--- src/rtl/alu_share_arb.sv ---
// rtl/alu_share_arb.sv - two-requester round-robin front end for one shared, externally supplied ALU.
// Operands are held at the ALU for one cycle, or MUL_LAT cycles for multiplies, and the result is registered.
module alu_share_arb #(
   parameter int MUL_LAT = 2
) (
   input  logic        clk,
   input  logic        reset,
   input  logic        req0_valid,
   output logic        req0_ready,
   input  logic [31:0] req0_a,
   input  logic [31:0] req0_b,
   input  logic [4:0]  req0_f,
   input  logic        req1_valid,
   output logic        req1_ready,
   input  logic [31:0] req1_a,
   input  logic [31:0] req1_b,
   input  logic [4:0]  req1_f,
   output logic        rsp0_valid,
   output logic        rsp1_valid,
   output logic [31:0] rsp_y,
   output logic        rsp_zero,
   output logic [31:0] alu_a,
   output logic [31:0] alu_b,
   output logic [4:0]  alu_f,
   input  logic [31:0] alu_y,
   input  logic        alu_zero
);

   localparam int CW = (MUL_LAT < 2) ? 1 : $clog2(MUL_LAT + 1);

   typedef enum logic [1:0] {IDLE, EXEC, RESP} state_t;

   state_t        state_q, state_d;
   logic [31:0]   a_q, a_d, b_q, b_d;
   logic [4:0]    f_q, f_d;
   logic          gnt_q, gnt_d;
   logic [CW-1:0] cnt_q, cnt_d;
   logic [31:0]   y_q, y_d;
   logic          zero_q, zero_d;

   logic          accept;
   logic          sel;
   logic [4:0]    sel_f;
   logic          is_mul;

   // sel=1 grants requester 1; on a tie the side not granted last wins.
   always_comb begin
      accept     = (state_q != EXEC) && (req0_valid || req1_valid);
      sel        = req1_valid && (!req0_valid || !gnt_q);
      req0_ready = accept && !sel;
      req1_ready = accept && sel;
      sel_f      = sel ? req1_f : req0_f;
      is_mul     = (sel_f[3:0] == 4'b1001) || (sel_f[3:0] == 4'b1010);
   end

   always_comb begin
      state_d = state_q;
      a_d     = a_q;
      b_d     = b_q;
      f_d     = f_q;
      gnt_d   = gnt_q;
      cnt_d   = cnt_q;
      y_d     = y_q;
      zero_d  = zero_q;
      case (state_q)
         IDLE, RESP: begin
            if (accept) begin
               a_d     = sel ? req1_a : req0_a;
               b_d     = sel ? req1_b : req0_b;
               f_d     = sel_f;
               gnt_d   = sel;
               cnt_d   = is_mul ? CW'(MUL_LAT) : CW'(1);
               state_d = EXEC;
            end else begin
               state_d = IDLE;
            end
         end
         EXEC: begin
            cnt_d = cnt_q - 1'b1;
            if (cnt_q == CW'(1)) begin
               y_d     = alu_y;
               zero_d  = alu_zero;
               state_d = RESP;
            end
         end
         default: state_d = IDLE;
      endcase
   end

   always_ff @(posedge clk or posedge reset) begin
      if (reset) begin
         state_q <= IDLE;
         a_q     <= '0;
         b_q     <= '0;
         f_q     <= '0;
         gnt_q   <= 1'b1;
         cnt_q   <= '0;
         y_q     <= '0;
         zero_q  <= 1'b0;
      end else begin
         state_q <= state_d;
         a_q     <= a_d;
         b_q     <= b_d;
         f_q     <= f_d;
         gnt_q   <= gnt_d;
         cnt_q   <= cnt_d;
         y_q     <= y_d;
         zero_q  <= zero_d;
      end
   end

   assign alu_a      = a_q;
   assign alu_b      = b_q;
   assign alu_f      = f_q;
   assign rsp_y      = y_q;
   assign rsp_zero   = zero_q;
   assign rsp0_valid = (state_q == RESP) && !gnt_q;
   assign rsp1_valid = (state_q == RESP) && gnt_q;

endmodule

--- config.mk ---
export PLATFORM = sky130hd
export DESIGN_NAME = alu_share_arb
export DESIGN_NICKNAME = d
export VERILOG_FILES = /design/src/rtl/alu_share_arb.sv
export SDC_FILE = /design/constraint.sdc
export NUM_CORES = 1
export LEC_CHECK = 0
export CAP_MARGIN = 20
export CORE_MARGIN = 2
export CORE_UTILIZATION = 41
export CTS_CLUSTER_SIZE = 8
export DETAILED_ROUTE_END_ITERATION = 8
export GPL_TIMING_DRIVEN = 1
export PLACE_DENSITY = 0.87
export RECOVER_POWER = 25
export SLEW_MARGIN = 20
export SYNTH_ARGS = -nofsm -noshare
export SYNTH_HDL_FRONTEND = slang
export SYNTH_SLANG_ARGS = --single-unit
--- constraint.sdc ---
create_clock -name clk -period 6 [get_ports clk]
set_input_delay 1.2 -clock clk [delete_from_list [all_inputs] [get_ports clk]]
set_output_delay 1.2 -clock clk [all_outputs]
set_load 0.03 [all_outputs]
==> impl_metrics.ini <==
[pwr]
p_per_area_nw_per_um2 = 529
p_sw_share_pct = 42.4
sequentialPowerShare_pct = 30.8
irDropWorstVdd_mv = 0.401
intPower_w = 0.00241
p_clk_share_pct = 14.0
p_sw_w = 0.00177
pwr-share-comb_pct = 55.1
total_leakage_power_nw = 3.49

[grt]
antenna_found_initial = 0
grt_max_degree = 62
grt_use_total_pct = 20.9
grt_pass1_vias = 4088
grt_overflow = 0
grt_pass1_wl_mm = 20.8

[route]
wire_per_inst_um = 15.8
dr_wl_met3_mm = 1.08
dr_wl_met2_mm = 6.84
final_antenna_net_count = 0
routed.top_layer = met4
routed_via_density = 4.84
first_pass_iters = 4
drt_wl_total_mm = 13.0
vias = 3975
met1_length_mm = 4.83
drt_iter0_drc = 150
drcViolationCount = 0

[logic_synthesis]
synthTopCellsByCount = 106 x dfrtp_1, 70 x nand2_1, 69 x mux2i_1
ys_types = 29
synthCells = 404
yosys_warnings = 0
syn_area_per_cell_sq_um = 11.8
syn_area_sq_um = 4760
async_flop_share_pct = 100
synth_fp_nets = 580
yosys.area.top_type = dfrtp_1
synth_edf_count = 0
synth_most_common_cell = dfrtp_1
synth_top_area_share_pct = 55.7
yosys-top-cells-area = dfrtp_1 56%, mux2i_1 15%, mux2_1 6.9%
ys_seq_area_share_pct = 56.3
ys.flop_type = dfrtp_1
ys_seq_elements = 107

[placement]
dp_hpwl_mm = 10.2
portBuffers = 280
place_inst = 805
dp_slack_ns = 1.63
place.gp.congestion = 0.788

[floorplanning]
pin_count = 281
core_area_sq_um = 11400
die_x_um = 112
design.die.area_sq_um = 12500
die_h_um = 112
start_util_pct = 41.9
row_count = 39

[timing]
maxSlewHeadroom_pct = -43.9
layout_setup_ws_ns = 1.65
grt_setup_unrepaired = no
clock_skew_ns = 0.00393
period_share_pct = 72.6
drv_slew = 51
finalHoldViolCount = 0
tightest_slew_ns = 2.15
setup_violations = 0
max_freq_mhz = 230
layout_min_cycle_time_ns = 4.35
fin_tns_setup_ns = 0

[clocking]
cts_tree = yes
clk_latency_ns = 0.34
post-cts-setup-buffers = 0
cts_root_buffer = clkbuf_16
htree_levels = 3
post_cts.resized_instances = 0
cts_buffer_depth = 2
cts_buffers = 9
clkSlewWorstSetupHoldPaths_ns = 0.07
cts_hold_buf = 0
cts.sinks = 107

[outcome]
violations = max-capacitance violations, max-slew violations
status = finished with violations

[critical_path]
cp.required_ns = 4.80
arrival_ns = 3.15
cp-start-kind = primary input
critical_path_class = primary input to primary output
path_max_fanout = 36
end_kind = primary output

[cells_and_area]
antenna-diode-count = 0
drive_gt1_share_pct = 4.57
post_layout_nonfiller_instances = 821
syn_to_final_growth_pct = 66.0
fin_nets = 849

[run]
max_cap_viol_count = 1

[worst_hold_path]
min_path_type = register to register
## registers in the layout (all words and copies together) (netlist names)
| signal | cells |
|---|---|
| rsp_zero | 1 |
| alu_b | 32 |
| alu_f | 5 |
| cnt_q | 2 |
| state_q | 2 |
| gnt_q | 1 |
| rsp_y | 32 |
| alu_a | 32 |
## power by group through the flow
stage	Combinational (W)	Sequential [W]	Clock, W
floorplan	0.000691	0.00196	0
global placement	0.00229	0.00127	0
detailed placement	0.00233	0.00131	0
CTS	0.00234	0.00129	0.000601
global route	0.00244	0.00134	0.000636
finish	0.00231	0.00129	0.000588
## cell type report
cell class | count | area [sq um]
fill | 824 | 3460
timing repair buffer | 284 | 2830
sequential | 107 | 2680
multi-input combinational | 266 | 1890
clock buffer | 9 | 225
tap | 143 | 179
clock inverter | 7 | 76.3
inverter | 5 | 20.0
## cells by family (layout without fill, tap and decap cells)
group | after synthesis | in the layout | synth area share [%]
multiplexers | 103 | 103 | 22.5
AND/OR/NAND/NOR | 85 | 85 | 8.36
buffers and inverters | 31 | 305 | 4.10
AO/OA/AOI/OAI | 75 | 75 | 8.12
XOR/XNOR | 2 | 2 | 0.368
adder cells (fa/ha/maj) | 1 | 1 | 0.263
flip-flops | 107 | 107 | 56.3
## cells in the final DEF (no fill, tap or decap), drive strengths merged, types with 4 or more instances in the layout
cell,count
buf,4
clkbuf,9
clkdlybuf4s50,279
dfrtp,106
inv,5
mux2,34
mux2i,69
nand2,71
o21ai,72
## stage by stage
| step | util (%) | hold slack, ns | instance area [sq um] | total power (W) |
|---|---|---|---|---|
| finish | 69.5 | 0.482 | 7910 | 0.00419 |
| global route | 69.5 | 0.499 | 7910 | 0.00442 |
| CTS | 69.6 | 0.489 | 7920 | 0.00424 |
| detailed placement | 67.0 | 0.474 | 7610 | 0.00363 |
| global placement | 67.0 | 0.463 | 7610 | 0.00356 |
| floorplan | - | 0.489 | 4760 | 0.00265 |
## metal layers
| metal | vias to the layer above | track usage, % |
|---|---|---|
| met1 | 1854 | 23.0 |
| met2 | 172 | 38.4 |
| met5 | - | 0 |
| li1 | 1931 | - |
| met3 | 18 | 6.37 |
| met4 | 0 | 6.42 |
## path summary, 6_finish.rpt
kind | slack [ns] | endpoint | startpoint | cells past startpoint
setup / recovery | 1.65 | req1_ready | req0_valid | 4
hold / removal | 0.48 | alu_b[27] | alu_b[27] | 2
setup reg to reg | 3.57 | cnt_q[1] | gnt_q | 4
hold reg to reg | 0.48 | alu_b[27] | alu_b[27] | 2
max in group asynchronous | 2.59 | alu_a[10] | reset | 3
min in group asynchronous | 1.88 | alu_b[20] | reset | 2
## worst max-delay path, cell delays in order
cell,delay (ns)
clkdlybuf4s50_1,0.61
a21bo_4,0.61
nor2_1,0.08
clkdlybuf4s50_1,0.64
(Power assumes the default switching activity.)
